--- config.mk ---
export PLATFORM = sky130hd
export DESIGN_NAME = fir_frame_collector_flat
export DESIGN_NICKNAME = d
export VERILOG_FILES = /design/src/rtl/fir_pkg.sv /design/src/rtl/fir_frame_collector_if.sv /design/src/rtl/fir_round_sat.sv /design/src/rtl/fir_frame_collector.sv /design/src/flat_wrapper.sv
export SDC_FILE = /design/constraint.sdc
export NUM_CORES = 1
export LEC_CHECK = 0
export BUFFER_PORTS_ARGS = -buffer_cell sky130_fd_sc_hd__buf_2
export CAP_MARGIN = 10
export CORE_ASPECT_RATIO = 0.7
export CORE_MARGIN = 5
export CORE_UTILIZATION = 55
export DETAILED_ROUTE_END_ITERATION = 8
export PLACE_DENSITY = 0.76
export SLEW_MARGIN = 20
export SYNTH_ARGS = -nofsm -noshare
export SYNTH_HDL_FRONTEND = slang
export SYNTH_SLANG_ARGS = --single-unit
--- constraint.sdc ---
create_clock -name clk -period 5 [get_ports clk]
set_input_delay 1 -clock clk [delete_from_list [all_inputs] [get_ports clk]]
set_output_delay 1 -clock clk [all_outputs]
set_load 0.02 [all_outputs]
--- src/rtl/fir_pkg.sv ---
// Shared constants, types and write-FSM encoding for the FIR output frame collector.
package fir_pkg;

  localparam int unsigned SAMPLE_W   = 16;
  localparam int unsigned ACC_W      = 32;
  localparam int unsigned FRAME_LEN  = 16;
  localparam int unsigned FRAC_SHIFT = 16;
  localparam int unsigned IDX_W      = $clog2(FRAME_LEN);

  localparam logic signed [SAMPLE_W-1:0] SAT_MAX = 16'sh7FFF;
  localparam logic signed [SAMPLE_W-1:0] SAT_MIN = 16'sh8000;

  typedef logic [SAMPLE_W-1:0] sample_t;
  // Element k sits at bits [16k+15:16k]; k=0 is the oldest sample of the frame.
  typedef logic [FRAME_LEN-1:0][SAMPLE_W-1:0] frame_t;

  typedef enum logic {
    W_FILL = 1'b0,
    W_DROP = 1'b1
  } w_state_e;

endpackage

--- src/rtl/fir_frame_collector_if.sv ---
// FIR sample input and frame hand-off bus; master = FIR/consumer side, slave = collector.
interface fir_frame_collector_if;
  import fir_pkg::*;

  logic signed [ACC_W-1:0] fir_d;
  logic                    fir_valid;
  frame_t                  frame_data;
  logic                    frame_valid;
  logic                    frame_ready;
  logic                    overflow;

  modport master (
    output fir_d, fir_valid, frame_ready,
    input  frame_data, frame_valid, overflow
  );

  modport slave (
    input  fir_d, fir_valid, frame_ready,
    output frame_data, frame_valid, overflow
  );

endinterface

--- src/rtl/fir_round_sat.sv ---
// Registered round-half-up, Q16 shift and 16-bit saturation of FIR accumulator samples.
// The sat pulse port exists only when FIR_FRAME_SAT_CNT_EN is defined.
module fir_round_sat
  import fir_pkg::*;
(
  input  logic                    clk,
  input  logic                    rst,
  input  logic                    in_valid,
  input  logic signed [ACC_W-1:0] in_d,
  output logic                    out_valid,
  output sample_t                 out_d
`ifdef FIR_FRAME_SAT_CNT_EN
  ,
  output logic                    sat
`endif
);

  localparam int unsigned T_W = ACC_W + 1;
  localparam logic signed [T_W-1:0] ROUND_BIAS = T_W'(1) << (FRAC_SHIFT - 1);

  logic signed [T_W-1:0] t;
  logic signed [T_W-1:0] y;
  logic                  pos_over;
  logic                  neg_hit;
  sample_t               y_sat;

  // One extra bit of headroom so the rounding bias can never wrap.
  always_comb begin
    t        = {in_d[ACC_W-1], in_d} + ROUND_BIAS;
    y        = t >>> FRAC_SHIFT;
    pos_over = y > T_W'(SAT_MAX);
    neg_hit  = y <= T_W'(SAT_MIN);
    y_sat    = pos_over ? SAT_MAX : (neg_hit ? SAT_MIN : y[SAMPLE_W-1:0]);
  end

  always_ff @(posedge clk) begin
    if (!rst) begin
      out_valid <= 1'b0;
      out_d     <= '0;
    end else begin
      out_valid <= in_valid;
      if (in_valid) out_d <= y_sat;
    end
  end

`ifdef FIR_FRAME_SAT_CNT_EN
  // A result pinned at the negative rail is reported as saturated too.
  always_ff @(posedge clk) begin
    if (!rst) sat <= 1'b0;
    else      sat <= in_valid & (pos_over | neg_hit);
  end
`endif

endmodule

--- src/rtl/fir_frame_collector.sv ---
// Collects rounded FIR samples into ping-pong frames for the FFT; overruns drop whole frames.
// Optional: define FIR_FRAME_SAT_CNT_EN to add the saturating sat_cnt output.
module fir_frame_collector
  import fir_pkg::*;
(
  input  logic                  clk,
  input  logic                  rst,
  fir_frame_collector_if.slave  bus
`ifdef FIR_FRAME_SAT_CNT_EN
  ,
  output logic [15:0]           sat_cnt
`endif
);

  logic       stage_v;
  sample_t    stage_d;
`ifdef FIR_FRAME_SAT_CNT_EN
  logic       stage_sat;
`endif

  fir_round_sat u_round_sat (
    .clk       (clk),
    .rst       (rst),
    .in_valid  (bus.fir_valid),
    .in_d      (bus.fir_d),
    .out_valid (stage_v),
    .out_d     (stage_d)
`ifdef FIR_FRAME_SAT_CNT_EN
    ,
    .sat       (stage_sat)
`endif
  );

  w_state_e         state;
  w_state_e         state_nxt;
  logic [1:0]       full;
  logic [1:0]       full_nxt;
  logic             w_sel;
  logic             r_sel;
  logic [IDX_W-1:0] w_idx;
  frame_t           bank [2];

  logic rel;
  logic rel_w;
  logic blocked;
  logic last_idx;
  logic wr_en;
  logic drop;

  // A release of the bank being written frees it for this cycle's idx-0 write.
  always_comb begin
    rel      = full[r_sel] & bus.frame_ready;
    rel_w    = rel & (r_sel == w_sel);
    blocked  = full[w_sel] & ~rel_w;
    last_idx = (w_idx == IDX_W'(FRAME_LEN - 1));
  end

  always_ff @(posedge clk) begin
    if (!rst) state <= W_FILL;
    else      state <= state_nxt;
  end

  always_comb begin
    state_nxt = state;
    case (state)
      W_FILL: if (stage_v && (w_idx == '0) && blocked) state_nxt = W_DROP;
      W_DROP: if (rel_w) state_nxt = W_FILL;
      default: state_nxt = W_FILL;
    endcase
  end

  always_comb begin
    wr_en = 1'b0;
    drop  = 1'b0;
    case (state)
      W_FILL: begin
        if (stage_v) begin
          if ((w_idx == '0) && blocked) drop  = 1'b1;
          else                          wr_en = 1'b1;
        end
      end
      W_DROP: begin
        if (stage_v) begin
          if (rel_w) wr_en = 1'b1;
          else       drop  = 1'b1;
        end
      end
      default: ;
    endcase
  end

  // Release clears the read bank, completion marks the write bank; they never collide.
  always_comb begin
    full_nxt = full;
    if (rel)               full_nxt[r_sel] = 1'b0;
    if (wr_en && last_idx) full_nxt[w_sel] = 1'b1;
  end

  always_ff @(posedge clk) begin
    if (!rst) begin
      full         <= '0;
      w_sel        <= 1'b0;
      r_sel        <= 1'b0;
      w_idx        <= '0;
      bank[0]      <= '0;
      bank[1]      <= '0;
      bus.overflow <= 1'b0;
    end else begin
      full <= full_nxt;
      if (rel) r_sel <= ~r_sel;
      if (drop) bus.overflow <= 1'b1;
      if (wr_en) begin
        bank[w_sel][w_idx] <= stage_d;
        if (last_idx) begin
          w_sel <= ~w_sel;
          w_idx <= '0;
        end else begin
          w_idx <= w_idx + IDX_W'(1);
        end
      end
    end
  end

  assign bus.frame_valid = full[r_sel];
  assign bus.frame_data  = bank[r_sel];

`ifdef FIR_FRAME_SAT_CNT_EN
  always_ff @(posedge clk) begin
    if (!rst)                               sat_cnt <= '0;
    else if (stage_sat && sat_cnt != 16'hFFFF) sat_cnt <= sat_cnt + 16'd1;
  end
`endif

endmodule

--- src/flat_wrapper.sv ---
// flat-port wrapper written by rule: the top's interface ports become plain ports
module fir_frame_collector_flat import fir_pkg::*;
  (clk, rst, bus_fir_d, bus_fir_valid, bus_frame_ready, bus_frame_data, bus_frame_valid, bus_overflow);
  fir_frame_collector_if bus_i ();
  input  logic clk;
  input  logic rst;
  input wire logic [$bits(bus_i.fir_d)-1:0] bus_fir_d;
  input wire logic [$bits(bus_i.fir_valid)-1:0] bus_fir_valid;
  input wire logic [$bits(bus_i.frame_ready)-1:0] bus_frame_ready;
  output wire logic [$bits(bus_i.frame_data)-1:0] bus_frame_data;
  output wire logic [$bits(bus_i.frame_valid)-1:0] bus_frame_valid;
  output wire logic [$bits(bus_i.overflow)-1:0] bus_overflow;
  assign bus_i.fir_d = bus_fir_d;
  assign bus_i.fir_valid = bus_fir_valid;
  assign bus_i.frame_ready = bus_frame_ready;
  assign bus_frame_data = bus_i.frame_data;
  assign bus_frame_valid = bus_i.frame_valid;
  assign bus_overflow = bus_i.overflow;
  fir_frame_collector u_core (.clk(clk), .rst(rst), .bus(bus_i));
endmodule
# Yosys cells after proc, flatten, opt, wreduce, memory -nomap -nowiden
# Memory sizes are Yosys's and may differ from the RTL's. A register that Yosys moved wholly into a read port is not among the register bits.
# Cells that the tools add are included.
# word_totals
reg_bits	27
ramBits	512
input_bits	36
word_cells	77
memories	1
# op_classes
addsub	2
n_lt_le_gt_ge	8
n_eq_ne	2
muxes	36
n_bitwise	10
reduce_logical	10
# memory_table
memory	words	word_bits	rd	rd_clocked_by_memory_dff	write_ports	line	source
u_core.bank	2	256	1	1	2	fir_frame_collector.sv:41	frame_t bank [2];
# ops
operator	n
2-to-1 mux 256 bit	3
OR reduction 256 bit	1
demux 16 bit (select 4 bit)	1
2-to-1 mux 16 bit	3
adder 32 x 17 -> 33 bit (second input constant)	1
2-to-1 mux 1 bit	21
greater-than comparator 17 x 16 -> 1 bit (second input constant)	1
<= comparator 17 x 16 -> 1 bit (second input constant)	1
logical AND 1 bit	7
case mux 1 bit (2 select lines)	3
< comparator 4 x 5 -> 1 bit (second input constant)	1
adder 4 x 1 -> 4 bit (second input constant)	1
equality test 4 bit (second input constant)	1
>= comparator 4 x 1 -> 1 bit (second input constant)	1
logical NOT 4 bit	1
< comparator 1 x 2 -> 1 bit (second input constant)	2
2-to-1 mux 2 bit	2
2-to-1 mux 4 bit	1
NOT 1 bit	4
bitwise AND 1 bit	3
bitwise AND 2 bit	1
demux 1 bit (select 1 bit)	2
>= comparator 1 bit (second input constant)	2
NOT 2 bit	1
other kinds (3)	3

# Longest topological paths before layout
# depth
depth_word	15
mapped_depth	9

# Modules after synthesis
# From an unflattened synthesis, not the netlist that was laid out.
# hier_totals
hier_cells	1771
hier_area_um2	23346.1
# modules_own_cells
module	n_inst	cells_each	area_each_um2	seq_area_each_um2
fir_frame_collector	1	1659	22440.3	15595.0
fir_round_sat	1	112	905.9	340.3

# Worst setup path after synthesis
# OpenSTA, ideal clock, no wires.
# synth_path
kind	in2reg
startpoint	input bus_frame_ready
endpoint	memory u_core.bank[1][192] (netlist bit), enable pin
setup_time_ps	411
arrival_time_ps	2851
t_required_ps	4589
setup_slack_ps	1738
stages	5
path_buffers	1
cell_sequence	a21boi_2 o21a_4 buf_6 nand2_1 o21ai_0
# synth_rtl
item	line	source
start: declaration	flat_wrapper.sv:9	input wire logic [$bits(bus_i.frame_ready)-1:0] bus_frame_ready;
end: declaration	fir_frame_collector.sv:41	

==> impl_metrics.ini <==
[status]
status = finished clean

[timing]
hold_viol = 0
slew_headroom_pct = 27.4
fmax_ghz = 0.275
period_share_pct = 72.8
setup_ws_ns = 1.36
fin_skew_ns = 0.0221
rsz0062_at_grt = false
worstMarginPinSlew_ns = 1.09
tns_ns = 0
hold_ws_ns = 0.471
slew_viol_final = 0
finalSetupViolations = 0
fin_crit_ns = 3.64

[routing]
wl_mm = 59.8
drc = 0
first_pass_iters = 5
ant_nets = 0
routedWlPerCell_um = 23.2
num_vias = 14720
vias_per_cell = 5.71
drtIter0Drc = 1409

[clocking]
cts_tree = done
cts_hold_buf = 0
clock-sinks = 540
clk_path_buf_depth = 3
numCtsBuffers = 51
clock_latency_ns = 0.58
cts_setup_buffers = 0
htreeDepth = 2
clk_pin_slew_ns = 0.06
ctsResizeCount = 0
cts-root-buf = clkbuf_16

[floorplanning]
row_count = 62
die_h_um = 182
io_pins = 294
initial_core_util_pct = 56.1
die_w_um = 255
fp.coreArea_um2 = 41300
die_area_um2 = 46400

[logic_synthesis]
syn_inst = 1764
synth.area.top_cells = edfxtp_1, mux2_2, nor2_1
ys_seq_area_share_pct = 68.8
synth_top_cell_by_area = edfxtp_1
synth_cell_types = 43
synth.most_common_cell = edfxtp_1
synth_edf_count = 512
syn_area_um2 = 23200
syn_nets = 1805
synthTopCellsByCount = edfxtp_1, nor2_1, mux2_2
ys_ff_latch = 540
synth_area_per_cell_um2 = 13.1
ys.flop_type = edfxtp_1
synthDominantCellAreaShare_pct = 66.4
yosys_warnings = 0
async_reset_ff_share_pct = 0

[finish]
final_net_count = 2037
seqCellArea_um2 = 15900
drive_gt1_share_pct = 32.4
multiInputGateArea_um2 = 6620
fin_area_um2 = 26600
syn2layout_area_growth_pct = 14.7
nFillCells = 3069

[grt]
grt_pass1_wl_mm = 88.5
gr-total-overflow = 0
grt_antenna_before_repair = 3
grtUsageTotal_pct = 25.2
first_global_vias = 14652
grt_max_degree = 95

[power]
p_int_uw = 7360
p_switching_uw = 2100
combinationalPowerShare_pct = 5.4
seqPwrFrac_pct = 55.0
p_per_area_nw_per_um2 = 356
netSwitchingFraction_pct = 22.2
p_leak_uw = 0.00948
ir_worst_vdd_uv = 255
clkPwrFrac_pct = 39.6

[worst_setup_path]
end_kind = primary output
start_kind = flip-flop
crit_fanout = 94
crit_type = reg2out
reg2reg_from = u_core.w_sel
required_ns = 4.00
cp.arrival_ns = 2.64

[placement]
post-place-ws_ns = 1.35
placed_area_um2 = 24900
hpwl_mm = 37.1
place_congestion = 0.857
numPortBuffers = 278

[job]
drv_cap = 0

[hold_path]
hp-start = u_core.bus.overflow
hold_path_class = reg2reg
worst max-delay path, cell delays in order (launching register included):
cell	delay, ns
dfxtp_4	0.87
buf_12	0.47
mux2_2	0.42
buf_2	0.16
cells in the final DEF, fill, tap and decap left out, types with 5 or more instances in the layout:
cell type and count:
a31oi_1 11, o21ai_0 14, and3_1 8, mux2_2 258, a211oi_1 5, nor2_1 494, nand2_1 145, dfxtp_1 27
and2_1 38, buf_2 278, nand4_1 5, nand3_1 10, clkbuf_16 52, clkinv_1 14, buf_4 31, o21ai_1 26
ha_1 5, a21oi_1 8, xor2_1 8, clkinv_2 8, edfxtp_1 512, o21ai_2 5, clkbuf_1 9
state kept, by name, indices dropped and copies added (netlist names), named ones only:
register,count
u_core.bus.overflow,1
u_core.u_round_sat.out_valid,1
u_core.bank,512
u_core.u_round_sat.out_d,16
u_core.full,2
u_core.w_idx,4
u_core.w_sel,1
u_core.state,1
u_core.r_sel,1
layout make-up:
type	count	area share (%)
Timing Repair Buffer	313	6.42
Sequential cell	540	60.0
Clock inverter	30	0.971
Tap cell	544	2.56
Multi-Input combinational cell	1087	24.9
Clock buffer	61	5.03
Inverter	3	0.0424
Antenna cell	1	0.00943
stage by stage:
stage,power [µW],instances,utilization (%)
2_1_floorplan,5560,1764,-
3_3_place_gp,5800,2487,60.5
3_5_place_dp,5820,2487,60.5
4_1_cts,9500,2578,64.3
5_1_grt,9740,2579,64.3
6_report,9460,2579,64.3
per-layer routing:
metal,global-route usage [%],part of all wire (%)
met5,0,0.022
met4,7.50,3.2
met3,5.53,8.3
met2,40.3,47
met1,35.3,42
power groups by stage:
stage                     registers, µW  clock network, µW  logic, µW
after floorplan                    5230                  0        332
after global placement             5290                  0        510
after detailed placement           5300                  0        513
after CTS                          5210               3780        516
after global routing               5220               3980        541
final                              5210               3740        511
worst paths after layout:
kind	slack, ns	cells after the start	end
worst max-delay path	1.36	3	bus_frame_data[163]
worst min-delay path	0.47	2	u_core.bus.overflow
worst max register to register	1.54	6	u_core.bank[0][30]
worst min register to register	0.47	2	u_core.bus.overflow
kinds of logic after synthesis:
kind of cell	Yosys count	share of synthesized area [%]
adders and majority gates	5	0.270
buffers and inverters	137	2.92
muxes	260	12.6
AOI/OAI and AO/OA	82	2.10
DFF	540	68.8
and+or+nand+nor	728	12.8
xor gates and xnor gates	12	0.454
No activity file was read; power rests on OpenSTA's default activity.
